==> src/rtl/ntt_out_streamer.sv <==
// Collects NTT result coefficients written in any order and streams them out in index order 0..N-1.
// Optional NTT_OUT_PINGPONG_EN adds a second bank so filling and streaming can overlap.
module ntt_out_streamer #(
  parameter int N  = 128,
  parameter int DW = 14,
  parameter int OW = 16,
  localparam int AW = $clog2(N)
) (
  input  logic          clk3,
  input  logic          rst_n,
  input  logic          wr_en,
  input  logic [AW-1:0] wr_addr,
  input  logic [DW-1:0] wr_data,
  input  logic          done,
  input  logic          hold,
  output logic          out_valid,
  output logic [OW-1:0] out_data,
  output logic          busy,
  output logic          err_ovf
);

  typedef enum logic [1:0] {S_FILL, S_ARM, S_STREAM} state_e;

  state_e        state_q, state_d;
  logic [AW-1:0] idx_q, idx_d;
  logic          out_valid_q, out_valid_d;
  logic [OW-1:0] out_data_q, out_data_d;
  logic          busy_q, busy_d;
  logic          err_ovf_q, err_ovf_d;
  logic          mem_we;
  logic [DW-1:0] rd_data;

`ifdef NTT_OUT_PINGPONG_EN
  logic          fill_bank_q, fill_bank_d;
  logic          rd_bank_q, rd_bank_d;
  logic          pend_q, pend_d;
  logic [DW-1:0] mem_q [2][N];

  always_ff @(posedge clk3) begin
    if (mem_we) mem_q[fill_bank_q][wr_addr] <= wr_data;
  end

  assign rd_data = mem_q[rd_bank_q][idx_q];

  always_ff @(posedge clk3 or negedge rst_n) begin
    if (!rst_n) begin
      fill_bank_q <= 1'b0;
      rd_bank_q   <= 1'b0;
      pend_q      <= 1'b0;
    end else begin
      fill_bank_q <= fill_bank_d;
      rd_bank_q   <= rd_bank_d;
      pend_q      <= pend_d;
    end
  end
`else
  logic [DW-1:0] mem_q [N];

  always_ff @(posedge clk3) begin
    if (mem_we) mem_q[wr_addr] <= wr_data;
  end

  assign rd_data = mem_q[idx_q];
`endif

  always_comb begin
    state_d     = state_q;
    idx_d       = idx_q;
    out_valid_d = 1'b0;
    out_data_d  = '0;
    err_ovf_d   = 1'b0;
    mem_we      = 1'b0;
`ifdef NTT_OUT_PINGPONG_EN
    fill_bank_d = fill_bank_q;
    rd_bank_d   = rd_bank_q;
    pend_d      = pend_q;
    mem_we      = wr_en;
    // A done while a bank is armed or streaming is parked; a second one has nowhere to go.
    if (done && state_q != S_FILL) begin
      if (pend_q) err_ovf_d = 1'b1;
      else        pend_d    = 1'b1;
    end
    unique case (state_q)
      S_FILL: begin
        if (done) begin
          rd_bank_d   = fill_bank_q;
          fill_bank_d = ~fill_bank_q;
          state_d     = S_ARM;
        end
      end
      S_ARM: begin
        if (!hold) begin
          state_d = S_STREAM;
          idx_d   = '0;
        end
      end
      S_STREAM: begin
        out_valid_d = 1'b1;
        out_data_d  = OW'(rd_data);
        idx_d       = idx_q + AW'(1);
        if (idx_q == AW'(N - 1)) begin
          if (pend_q || done) begin
            rd_bank_d   = fill_bank_q;
            fill_bank_d = ~fill_bank_q;
            pend_d      = 1'b0;
            state_d     = S_ARM;
          end else begin
            state_d = S_FILL;
          end
        end
      end
      default: state_d = S_FILL;
    endcase
`else
    mem_we    = wr_en && !busy_q;
    err_ovf_d = busy_q && (wr_en || done);
    unique case (state_q)
      S_FILL: begin
        if (done && !busy_q) state_d = S_ARM;
      end
      S_ARM: begin
        if (!hold) begin
          state_d = S_STREAM;
          idx_d   = '0;
        end
      end
      S_STREAM: begin
        out_valid_d = 1'b1;
        out_data_d  = OW'(rd_data);
        idx_d       = idx_q + AW'(1);
        if (idx_q == AW'(N - 1)) state_d = S_FILL;
      end
      default: state_d = S_FILL;
    endcase
`endif
    // Covers the last-beat cycle so busy drops together with out_valid.
    busy_d = (state_d != S_FILL) || out_valid_d;
  end

  always_ff @(posedge clk3 or negedge rst_n) begin
    if (!rst_n) begin
      state_q     <= S_FILL;
      idx_q       <= '0;
      out_valid_q <= 1'b0;
      out_data_q  <= '0;
      busy_q      <= 1'b0;
      err_ovf_q   <= 1'b0;
    end else begin
      state_q     <= state_d;
      idx_q       <= idx_d;
      out_valid_q <= out_valid_d;
      out_data_q  <= out_data_d;
      busy_q      <= busy_d;
      err_ovf_q   <= err_ovf_d;
    end
  end

  assign out_valid = out_valid_q;
  assign out_data  = out_data_q;
  assign busy      = busy_q;
  assign err_ovf   = err_ovf_q;

endmodule

==> config.mk <==
export PLATFORM = sky130hd
export DESIGN_NAME = ntt_out_streamer
export DESIGN_NICKNAME = d
export VERILOG_FILES = /design/src/rtl/ntt_out_streamer.sv
export SDC_FILE = /design/constraint.sdc
export NUM_CORES = 2
export LEC_CHECK = 0
export ABC_AREA = 1
export CAP_MARGIN = 25
export CORE_UTILIZATION = 28
export DETAILED_ROUTE_END_ITERATION = 7
export GPL_TIMING_DRIVEN = 0
export HOLD_SLACK_MARGIN = 0.02
export PLACE_DENSITY_LB_ADDON = 0.2
export SYNTH_ARGS = -nofsm -noshare
export SYNTH_HDL_FRONTEND = slang
export SYNTH_SLANG_ARGS = --single-unit
==> constraint.sdc <==
create_clock -name clk3 -period 4.9 [get_ports clk3]
set_input_delay 0.735 -clock clk3 [delete_from_list [all_inputs] [get_ports clk3]]
set_output_delay 0.735 -clock clk3 [all_outputs]
set_load 0.1 [all_outputs]
### Word level (Yosys, flattened, before mapping)

Memories as Yosys holds them, arrays and structs flattened.
Cells that the tools add are included.

| storage, ports and cells | value |
|---|---|
| logic and storage cells | 32 |
| output and inout bits | 19 |
| input bits | 26 |
| flip-flop bits (word level) | 28 |
| bits in writable memories | 1,792 |
| memories kept | 1 |

Memories:

| name | words | width | read ports | clocked after Yosys merged registers in | wr ports | RTL line | text |
|---|---|---|---|---|---|---|---|
| mem_q | 128 | 14 | 1 | 0 | 1 | 57 | `logic [DW-1:0] mem_q [N];` |

| operators by class | value |
|---|---|
| reduce and logical (&&, ||, !) cells | 10 |
| multiplexer cells | 10 |
| add/subtract/negate cells | 1 |
| equal/unequal tests | 4 |

Operators by type and width:

| cell | count |
|---|---|
| $mux 14 | 1 |
| $pmux 7 s2 | 1 |
| $add 7x1->7 const B | 1 |
| $eq 7x7->1 const B | 1 |
| $mux 7 | 1 |
| $mux 2 | 3 |
| $pmux 2 s3 | 1 |
| $reduce_bool 2->1 | 2 |
| $logic_and 1x1->1 | 3 |
| $mux 1 | 3 |
| $eq 2x1->1 const B | 1 |
| $eq 2x2->1 const B | 1 |
| $logic_not 2->1 | 1 |
| $logic_or 1x1->1 | 2 |
| $ne 2x2->1 const B | 1 |
| $reduce_and 2->1 | 1 |
| $logic_not 1->1 | 1 |

### Logic depth before layout (Yosys ltp)

| logic depth | value |
|---|---|
| depth in word-level cells | 6 |
| mapped depth | 16 |
| depth with buffers taken out | 13 |

### Worst setup path after synthesis

No wires, ideal clock.

| path | value |
|---|---|
| kind | register to register |
| from | reg busy_q (netlist: busy) |
| to | mem mem_q[105][0], enable pin |
| setup slack | 2.275 ns |
| cell stages (with the launch flop) | 6 |
| setup time | 0.384 ns |
| period minus slack after synthesis | 2.625 ns |
| path buffers | 2 |
| arrival | 2.241 ns |
| required time | 4.516 ns |
| cell sequence | dfrtp_1 > nor2_1 > clkbuf_1 > nand2_1 > clkbuf_1 > nor2_1 |

| on the way | value |
|---|---|
| word-level cells in the longest chain between the ends | 4 |

RTL lines:

| what | RTL line | text |
|---|---|---|
| start, declared | 28 | `logic busy_q, busy_d;` |
| start signal, assigned | 153 | `busy_q <= busy_d;` |
| $logic_not 1->1 | 115 | `mem_we = wr_en && !busy_q;` |
| $logic_and 1x1->1 | 115 |  |
| $mux 1 | 60 | `if (mem_we) mem_q[wr_addr] <= wr_data;` |
| $mux 1 (implied by the code) | 60 |  |
| end, declared | 57 |  |

Every way passes these cells.

### Final worst setup path

| path | value |
|---|---|
| from | reg idx_q[2] |
| to | reg out_data_q[0] (netlist: out_data[0]) |

| on the way | value |
|---|---|
| word-level cells in the longest chain between the ends | 2 |

RTL lines:

| what | RTL line | text |
|---|---|---|
| start, declared | 25 | `logic [AW-1:0] idx_q, idx_d;` |
| start signal, assigned | 150 | `idx_q <= idx_d;` |
| $mem_v2 128x14 | - |  |
| $mux 14 | 117 | `unique case (state_q)` |
| net out_data_d[0] | 27 | `logic [OW-1:0] out_data_q, out_data_d;` |
| end signal, assigned | 152 | `out_data_q <= out_data_d;` |
| end, declared | 27 |  |

The timed path passes the listed nets, and every way through them passes these cells.
A chain may end at the register's enable or synchronous reset.

==> metrics <==
status=finished clean; Via density=4.890; DRC violations left=0; Clk Latency, worst-skew pair=0.86 ns; final setup fails=0; WHS=0.2111 ns; peak supply drop=0.5010 mV; Total Routed Length=279800 um; Layout Area Growth over Synthesis=18.24%; Non-Filler Instances=10367; R2R cell count=11; drt wl/cell=26.99 um; Setup WS pre-CTS=0.4996 ns; antenna-violating nets left=0; routed wl met2=128500 um; Post-Syn Area=73270 um2; GP Congestion=0.9516; TritonCTS clock tree=done; Final Hold Vio Count=0; Sink Count=1818; clock-pin slew on the worst setup and hold paths=0.06 ns; Row Count=187; clock power share=32.0%; total gr overflow=0; internal power=28.37 mW; vias=50692; Clock Skew=0.03962 ns; worst-margin pin slew=1.125 ns; vias in the first global route=48081; Clock Tree Buf Depth=3; Root Driver=clkbuf_16; global-route wire length before repair=384800 um; Cells after DPL=9998; final setup margin=0.4485 ns; WL met3=19240 um; final cell area excluding filler cells=86640 um2; LEAKAGE=31.20 nW; IO buf count=42; Final Critical Period=4.452 ns; Ports=45; sw power=17.11 mW; Setup crit start kind=register; post-route clock period utilization=90.85%; min-delay worst type=input pin to async pin; count of pins over their slew limit=0; CP Class=register to register; Synth Register Bits=1818; Worst R2R End=out_data[0]; chip height=513.5 um; CP Capture Type=register; Core Box Area=259900 um2; maxcap violations=0; share of layout cells above drive strength 1=10.45%; reg2reg setup slack=0.45 ns; initial drt markers=5985; Worst EP required=5.58 ns; Util after Layout=33.33%; Slew headroom=24.97%; Initial Util=28.19%; H-tree depth=4; initial antenna violation count=14; GR Util All Layers=20.91%; Highest Signal Layer=met4; critical path peak fanout=10; largest net degree at the start of global routing=87; DRT Pass-1 Iters=6; register area share after synthesis=74.33%; Max Clk Rate=224.6 MHz; Die W=513.5 um; M1 WL=119400 um; hpwl dp=194300 um; RSZ-0062 raised after global routing=no; Crit Reg-Reg Startpoint=idx_q[2]; pwr/cell area=524.9 nW/um2; Switching Share=37.62%; combinational share of power=30.1%; Synth cell types=21; synthesized area per cell=11.57 um2; die area=263700 um2; Syn Inst Count=6333; fin nets=6727; Placed Area=80440 um2; Ys Warns=0; Seq pwr share=37.9%; post-cts repair resize count=0; CP Data Arrival Time=5.14 ns; total CTS buffers=195
==> cells in the final DEF (no fill, tap or decap), types with 26 or more instances in the layout <==
| master | count |
|---|---|
| nor2_1 | 87 |
| inv_1 | 29 |
| buf_2 | 194 |
| nand3_1 | 1013 |
| nor2_2 | 99 |
| edfxtp_1 | 1792 |
| nand2_1 | 2656 |
| clkbuf_16 | 200 |
| buf_16 | 30 |
| buf_1 | 31 |
| clkinv_1 | 50 |
| clkinv_2 | 29 |
| dfrtp_1 | 26 |
| buf_8 | 66 |
| clkbuf_1 | 186 |
| a21oi_1 | 226 |
| clkdlybuf4s50_1 | 27 |
==> Yosys cell counts, drive strengths merged <==
library cell	instances	area, um2
nand2	2657	9976
a32oi	1	8.760
edfxtp	1792	53810
nand3	1013	5070
ha	1	12.51
o32ai	1	8.760
conb	1	3.750
inv	34	130.1
dfrtp	26	650.6
nor2	187	709.4
nor3	9	45.04
buf	229	1120
o21ai	6	30.03
a21oi	226	1131
clkbuf	150	563.0
==> how the worst max path moves through the flow <==
| stage | cells after the start | slack (ns) | endpoint | from |
|---|---|---|---|---|
| 2_1_floorplan | 5 | 2.27 | mem_q[105][0] | busy |
| 3_3_place_gp | 1 | -2.84 | mem_q[126][5] | wr_data[5] |
| 3_5_place_dp | 8 | 0.50 | mem_q[17][0] | wr_en |
| 4_1_cts | 11 | 0.53 | out_data[1] | idx_q[2] |
| 5_1_grt | 11 | 0.49 | out_data[0] | idx_q[2] |
| 6_report | 11 | 0.45 | out_data[0] | idx_q[2] |
==> power by group through the flow <==
stage	combinational [mW]	clock, mW	sequential [mW]
after detailed placement	13.6	0	17.6
after CTS	13.6	14.7	17.2
after global placement	13.4	0	17.7
final	13.7	14.5	17.2
after global routing	14.5	15.3	17.2
after floorplan	6.59	0	18.0
==> area by class of cell <==
| type | count | area [um2] |
|---|---|---|
| Fill cell | 25974 | 173300 |
| Sequential cell | 1818 | 54460 |
| Multi-Input combinational cell | 4103 | 17250 |
| Clock buffer | 247 | 5201 |
| Tap cell | 3496 | 4374 |
| Timing Repair Buffer | 169 | 2539 |
| Buffer | 379 | 1694 |
| Clock inverter | 111 | 965.9 |
| Inverter | 34 | 130.1 |
| Antenna cell | 10 | 25.02 |
==> per-layer routing <==
metal,global-route usage (%),vias up
met4,9.292,0
met1,28.38,25376
met2,33.18,2169
met3,2.939,446
met5,0,-
li1,-,22701
==> what timing repair did <==
| item | in CTS | in global routing |
|---|---|---|
| hold endpoints to repair | 26 | 0 |
| buffers inserted | 0 | 0 |
| hold buffers | 1 | 0 |
==> cell families (layout without fill, tap and decap cells) <==
kind of cell / Yosys count / count (layout) / synth area share [%]
other cells: 1 / 12 / 0.005118
buf+inv: 413 / 940 / 2.474
simple gates: 3866 / 3866 / 21.56
compound gates: 234 / 234 / 1.609
fa+ha+maj: 1 / 1 / 0.01707
flops: 1818 / 1818 / 74.33
==> flip-flops by register name (all words and copies together) (netlist names) <==
signal and cells:
out_data 14, busy 1, err_ovf 1, idx_q 7
out_valid 1, mem_q 1792, state_q 2
==> through the flow <==
step	TNS [ns]	total power [mW]
after floorplan	0	24.57
after CTS	0	45.57
final	0	45.48
after detailed placement	0	31.14
after global routing	0	47.02
after global placement	-4091.78	31.14
==> critical path, stage by stage, from the launching register on <==
cell and delay, ns:
dfrtp_1 0.42, inv_2 0.56, clkbuf_2 0.83, clkbuf_1 0.66
nand3_1 0.19, nand3_1 0.21, nand3_1 0.35, nand2_1 0.16
nand2_1 0.06, nand2_1 0.16, nor2_1 0.07, nor2_1 0.56
Note: power is estimated with default switching activity, not from simulation.
